File: src/rtl/ui_btn_pkg.sv
// Shared button indices, default sizing and press-priority helper for the navigation-button front end.
// Auto-repeat is compiled in only when UI_BTN_AUTOREPEAT_EN is defined.
package ui_btn_pkg;

  localparam int BTN_ENTER = 0;
  localparam int BTN_UP    = 1;
  localparam int BTN_DOWN  = 2;
  localparam int BTN_LEFT  = 3;
  localparam int BTN_RIGHT = 4;

  localparam int N_BTN_DEFAULT = 5;

  localparam logic [N_BTN_DEFAULT-1:0] REPEAT_MASK_DEFAULT =
    N_BTN_DEFAULT'((1 << BTN_UP) | (1 << BTN_DOWN));

  // Priority follows bit index: enter beats up beats down beats left beats right.
  // Returns a one-hot vector holding only the winning request (or zero).
  function automatic logic [31:0] pick_first(input logic [31:0] req);
    return req & (~req + 32'd1);
  endfunction

endpackage

File: src/rtl/ui_debounce_cell.sv
// One button: 2-flop synchronizer, debounce counter, press edge detect and optional repeat timer.
// Repeat timer exists only when UI_BTN_AUTOREPEAT_EN is defined and REPEAT_EN is set.
module ui_debounce_cell #(
  parameter int DEBOUNCE_CYCLES = 650000
`ifdef UI_BTN_AUTOREPEAT_EN
  , parameter int REPEAT_DELAY  = 13500000
  , parameter int REPEAT_PERIOD = 4050000
  , parameter bit REPEAT_EN     = 1'b0
`endif
) (
  input  logic clk,
  input  logic reset_n,
  input  logic raw,
  output logic level,
  output logic cand
);

  localparam int CW = (DEBOUNCE_CYCLES > 1) ? $clog2(DEBOUNCE_CYCLES) : 1;
  localparam logic [CW-1:0] CNT_LAST = CW'(DEBOUNCE_CYCLES - 1);

  logic [1:0]    sync;
  logic          sample;
  logic          stable;
  logic          stable_d;
  logic [CW-1:0] cnt;
  logic          rise;

  // Pins idle high, so the synchronizer resets to the released value.
  always_ff @(posedge clk or negedge reset_n) begin
    if (!reset_n) begin
      sync <= 2'b11;
    end else begin
      sync <= {sync[0], raw};
    end
  end

  assign sample = ~sync[1];

  always_ff @(posedge clk or negedge reset_n) begin
    if (!reset_n) begin
      stable   <= 1'b0;
      stable_d <= 1'b0;
      cnt      <= '0;
    end else begin
      stable_d <= stable;
      if (sample == stable) begin
        cnt <= '0;
      end else if (cnt == CNT_LAST) begin
        stable <= ~stable;
        cnt    <= '0;
      end else begin
        cnt <= cnt + CW'(1);
      end
    end
  end

  assign level = stable;
  assign rise  = stable & ~stable_d;

`ifdef UI_BTN_AUTOREPEAT_EN
  localparam int RMAX = (REPEAT_DELAY > REPEAT_PERIOD) ? REPEAT_DELAY : REPEAT_PERIOD;
  localparam int RW   = (RMAX > 2) ? $clog2(RMAX) : 1;

  if (REPEAT_EN) begin : g_rep
    logic          rep_active;
    logic [RW-1:0] rcnt;
    logic          rep_fire;

    // Counts down to zero; the timer is armed one cycle after the press edge,
    // which is the same cycle the press pulse leaves the top-level register.
    assign rep_fire = rep_active & stable & (rcnt == '0);

    always_ff @(posedge clk or negedge reset_n) begin
      if (!reset_n) begin
        rep_active <= 1'b0;
        rcnt       <= '0;
      end else if (!stable) begin
        rep_active <= 1'b0;
        rcnt       <= '0;
      end else if (rise) begin
        rep_active <= 1'b1;
        rcnt       <= RW'(REPEAT_DELAY - 1);
      end else if (rep_fire) begin
        rcnt <= RW'(REPEAT_PERIOD - 1);
      end else if (rep_active) begin
        rcnt <= rcnt - RW'(1);
      end
    end

    assign cand = rise | rep_fire;
  end else begin : g_norep
    assign cand = rise;
  end
`else
  assign cand = rise;
`endif

endmodule

File: src/rtl/ui_button_conditioner.sv
// Navigation-button front end: per-button debounce cells, fixed-priority arbiter, registered pulses.
// Define UI_BTN_AUTOREPEAT_EN to enable auto-repeat on the buttons selected by REPEAT_MASK.
module ui_button_conditioner
  import ui_btn_pkg::*;
#(
  parameter int               N_BTN           = N_BTN_DEFAULT,
  parameter int               DEBOUNCE_CYCLES = 650000,
  parameter int               REPEAT_DELAY    = 13500000,
  parameter int               REPEAT_PERIOD   = 4050000,
  parameter logic [N_BTN-1:0] REPEAT_MASK     = N_BTN'(REPEAT_MASK_DEFAULT)
) (
  input  logic             clk,
  input  logic             reset_n,
  input  logic [N_BTN-1:0] btn_raw,
  output logic [N_BTN-1:0] btn_level,
  output logic [N_BTN-1:0] btn_pulse,
  output logic             any_pulse
);

  logic [N_BTN-1:0] cand;
  logic [N_BTN-1:0] grant;

  if (DEBOUNCE_CYCLES < 1 ||
      ((REPEAT_DELAY < 1 || REPEAT_PERIOD < 1) && REPEAT_MASK != '0)) begin : g_bad_cfg
    $error("ui_button_conditioner: timing parameters must be at least 1");
  end

  for (genvar i = 0; i < N_BTN; i++) begin : g_cell
    ui_debounce_cell #(
      .DEBOUNCE_CYCLES(DEBOUNCE_CYCLES)
`ifdef UI_BTN_AUTOREPEAT_EN
      , .REPEAT_DELAY (REPEAT_DELAY)
      , .REPEAT_PERIOD(REPEAT_PERIOD)
      , .REPEAT_EN    (REPEAT_MASK[i])
`endif
    ) u_cell (
      .clk    (clk),
      .reset_n(reset_n),
      .raw    (btn_raw[i]),
      .level  (btn_level[i]),
      .cand   (cand[i])
    );
  end

  // Losing candidates are simply dropped; nothing is queued.
  assign grant = N_BTN'(pick_first(32'(cand)));

  always_ff @(posedge clk or negedge reset_n) begin
    if (!reset_n) begin
      btn_pulse <= '0;
      any_pulse <= 1'b0;
    end else begin
      btn_pulse <= grant;
      any_pulse <= |grant;
    end
  end

endmodule

File: config.mk
export PLATFORM = sky130hd
export DESIGN_NAME = ui_button_conditioner
export DESIGN_NICKNAME = d
export VERILOG_FILES = /design/src/rtl/ui_btn_pkg.sv /design/src/rtl/ui_debounce_cell.sv /design/src/rtl/ui_button_conditioner.sv
export SDC_FILE = /design/constraint.sdc
export NUM_CORES = 1
export LEC_CHECK = 0
export CAP_MARGIN = 20
export CORE_ASPECT_RATIO = 1.5
export CORE_UTILIZATION = 50
export DETAILED_ROUTE_END_ITERATION = 10
export GPL_ROUTABILITY_DRIVEN = 0
export GPL_TIMING_DRIVEN = 0
export PLACE_DENSITY = 0.77
export SETUP_SLACK_MARGIN = 0.5
export SYNTH_ARGS = -nofsm -noshare
export SYNTH_HDL_FRONTEND = slang
export SYNTH_SLANG_ARGS = --single-unit
File: constraint.sdc
create_clock -name clk -period 2.5 [get_ports clk]
set_input_delay 0.5 -clock clk [delete_from_list [all_inputs] [get_ports clk]]
set_output_delay 0.5 -clock clk [all_outputs]
set_load 0.01 [all_outputs]
==> results.py <==
metrics = {
    "run_status": {
        "outcome": "finished, final reports clean",
    },
    "die": {
        "coreArea_um2": 11500,
        "floorplan.die.height_um": 135,
        "horizontal_die_dimension_um": 90.8,
        "number_of_i_o_pins": 18,
        "std_cell_rows": 48,
        "die_area_um2": 12300,
        "starting_density_of_the_core_pct": 51.2,
    },
    "global_route": {
        "grt.overflow.total": 0,
        "antenna_found_initial": 0,
        "pin_count_of_the_biggest_net_entering_global_routing": 69,
        "first_global_vias": 4662,
        "globalRouteTotalUtil_pct": 21.5,
        "grt_pass1_wl_um": 20700,
    },
    "pwr": {
        "max-vdd-ir-drop_uv": 474,
        "pwr_density_cell_nw_per_um2": 659,
        "total_leakage_power_uw": 0.00298,
    },
    "drt": {
        "antenna_left": 0,
        "dr_total_vias": 4526,
        "vias_per_cell": 5.62,
        "detail_route.first_pass.iterations": 4,
        "remaining_drc_errors": 0,
        "wl_per_cell_um": 15.5,
        "dr.first_iter.drc_count": 251,
        "drt_wl_total_um": 12500,
    },
    "setup_path": {
        "reg2regPathDepth": 6,
        "cpMaxStageDelayCell": "or4b_1",
        "maximum_fanout_along_the_worst_path": 5,
        "crit_buf_inv": 2,
        "worst_path_dominant_cell_family": "simple AND/OR/NAND/NOR gates",
        "cpPeakStageDelay_ns": 0.51,
        "worst-endpoint-arrival_ns": 2.33,
        "timing.critical_path.depth": 6,
        "worst_setup_path_end_kind": "flop",
        "worstSetupPathType": "flop to flop",
        "cp_cell_sequence": "or4b_1 -> or4_4 -> o31ai_4 -> buf_4 -> buf_6 -> a21oi_1",
        "critical_path.startpoint_type": "flop",
        "critical_path_required_ns": 2.80,
    },
    "layout": {
        "nets": 654,
        "antenna_cells_inserted": 0,
        "flow.area_growth_from_synthesis_pct": 22.4,
        "layout-drive-gt1-share_pct": 17.6,
        "final_area_um2": 7230,
    },
    "logic_synthesis": {
        "synth_ff_type": "dfrtp_1",
        "netlist.area_leader.share_pct": 49.1,
        "synth_top_area_cell": "dfrtp_1",
        "post_synth_most_frequent_cells": "dfrtp_1 (116), nor2_1 (82), xnor2_1 (39)",
        "synthMostInstantiatedCell": "dfrtp_1",
        "synth.yosys.warnings": 0,
        "synthesis.area_per_instance_um2": 10.1,
        "netlist_instances": 585,
        "syn_nets": 597,
        "ys_top_cells_by_area": "dfrtp_1 (49%), xnor2_1 (5.8%), nor2_1 (5.2%)",
        "synth-seq-cells": 126,
        "synth-edff-count": 0,
        "post_synth_num_cell_types": 43,
        "synth_async_sr_flop_share_pct": 100,
        "synth.cell_area_um2": 5910,
        "synth_sequential_area_ratio_pct": 53.6,
    },
    "sta": {
        "drv_slew": 0,
        "layout_worst_path_cycle_share_pct": 81.3,
        "post_layout_worst_setup_margin_ns": 0.468,
        "final_hold_viols": 0,
        "worst_pin_slew_ns": 0.627,
        "setup_viol_count_final": 0,
        "rel_slew_slack_pct": 58.2,
        "unrepaired_setup_endpoints_after_global_routing": "yes",
        "max_freq_mhz": 492,
        "layout_min_cycle_time_ns": 2.03,
        "finalClockSkew_ns": 0.00652,
    },
    "hold_path": {
        "hp-class": "input port to async pin",
    },
    "clock_network": {
        "clkTransAtPathRegs_ns": 0.06,
        "cts_tree": "yes",
        "clock_path_buffers": 2,
        "sinks_on_clock_net": 126,
        "cts-buffers-inserted": 17,
        "clk_latency_ns": 0.42,
        "cts_root_buf": "clkbuf_16",
        "cts_hold_repair.buffers": 0,
        "h-tree-depth": 4,
    },
    "flow_run": {
        "cap_viol_max_count": 0,
    },
    "placement": {
        "dp_worst_setup_slack_ns": 0.392,
        "numPortBuffers": 17,
        "post-dp-hpwl_um": 7850,
        "post_dp_cell_area_um2": 6290,
    },
}
==> final timing paths <==
kind / startpoint / end / slack [ns]
worst min register to register: g_cell[1].u_cell.sync[0]$_DFF_PN1_ / g_cell[1].u_cell.sync[1]$_DFF_PN1_ / 0.36
worst max-delay path: g_cell[2].u_cell.cnt[4]$_DFF_PN0_ / g_cell[2].u_cell.cnt[15]$_DFF_PN0_ / 0.47
worst min-delay path: reset_n / g_cell[2].u_cell.cnt[8]$_DFF_PN0_ / 0.07
max in group asynchronous: reset_n / g_cell[4].u_cell.sync[0]$_DFF_PN1_ / 1.67
min in group clk: g_cell[1].u_cell.sync[0]$_DFF_PN1_ / g_cell[1].u_cell.sync[1]$_DFF_PN1_ / 0.36
worst max register to register: g_cell[2].u_cell.cnt[4]$_DFF_PN0_ / g_cell[2].u_cell.cnt[15]$_DFF_PN0_ / 0.47
==> per-stage QoR <==
stage                     std cells  TNS [ns]  utilization (%)  hold WS [ns]  total power (µW)
after floorplan                 585         0                -         0.204              2190
after global placement          752   -453.84             54.3         0.345              2260
after detailed placement        753         0             54.6         0.351              2270
after CTS                       793         0             60.8        0.0928              4790
after global routing            805         0             62.7         0.110              4920
final                           805         0             62.7        0.0698              4760
==> power by group <==
part	switching [µW]	internal, µW	leakage [µW]
Sequential	26.4	2080	0.00170
Combinational	94.1	59.4	0.000985
Clock	869	1640	0.000299
==> flip-flops by register name, summed over array words and instances (netlist names) <==
| signal | cells |
|---|---|
| g_cell.u_cell.stable_d | 5 |
| g_cell.u_cell.sync | 10 |
| g_cell.u_cell.cnt | 100 |
| any_pulse | 1 |
| g_cell.u_cell.level | 5 |
| btn_pulse | 5 |
==> cell families after synthesis <==
logic type	after synthesis	share of synthesized area [%]
simple gates	271	24.8
buf+inv	46	3.62
mux	5	0.847
compound gates	67	6.46
fa+ha+maj	5	1.06
xor+xnor	65	9.64
flops	126	53.6
==> metal layers <==
layer	routed length, µm	track usage (%)	vias to the layer above
met1	4910	23.0	2216
met3	441	6.57	31
met5	0	0	-
met2	6810	38.8	104
met4	312	9.32	0
li1	-	-	2175
==> timing repair <==
| action | CTS | global route |
|---|---|---|
| gates resized for setup | 17 | 40 |
| endpoints found under the setup margin | 93 | 104 |
| pin swaps | 1 | 3 |
| cloned | 2 | 2 |
| buffers inserted | 6 | 10 |
==> cell usage in the layout, fill, tap and decap left out, types with 10 or more instances in the layout <==
| master | instances |
|---|---|
| buf_4 | 23 |
| inv_1 | 21 |
| a21oi_1 | 26 |
| and3_1 | 12 |
| nand4_1 | 27 |
| xor2_1 | 26 |
| o21ai_0 | 26 |
| nor2_1 | 82 |
| nand3_1 | 29 |
| nor4_1 | 12 |
| xnor2_1 | 39 |
| nand2_1 | 27 |
| clkdlybuf4s50_1 | 15 |
| dfstp_2 | 10 |
| dfrtp_1 | 108 |
| or3_1 | 29 |
| clkbuf_16 | 17 |
==> final cells by class <==
type | instances | area [µm²]
Sequential cell | 126 | 3180
Buffer | 25 | 165
Clock buffer | 21 | 470
Timing Repair Buffer | 38 | 367
Multi-Input combinational cell | 413 | 2650
Clock inverter | 11 | 139
Fill cell | 910 | 4300
Inverter | 21 | 78.8
Tap cell | 150 | 188
(Power assumes the default switching activity.)
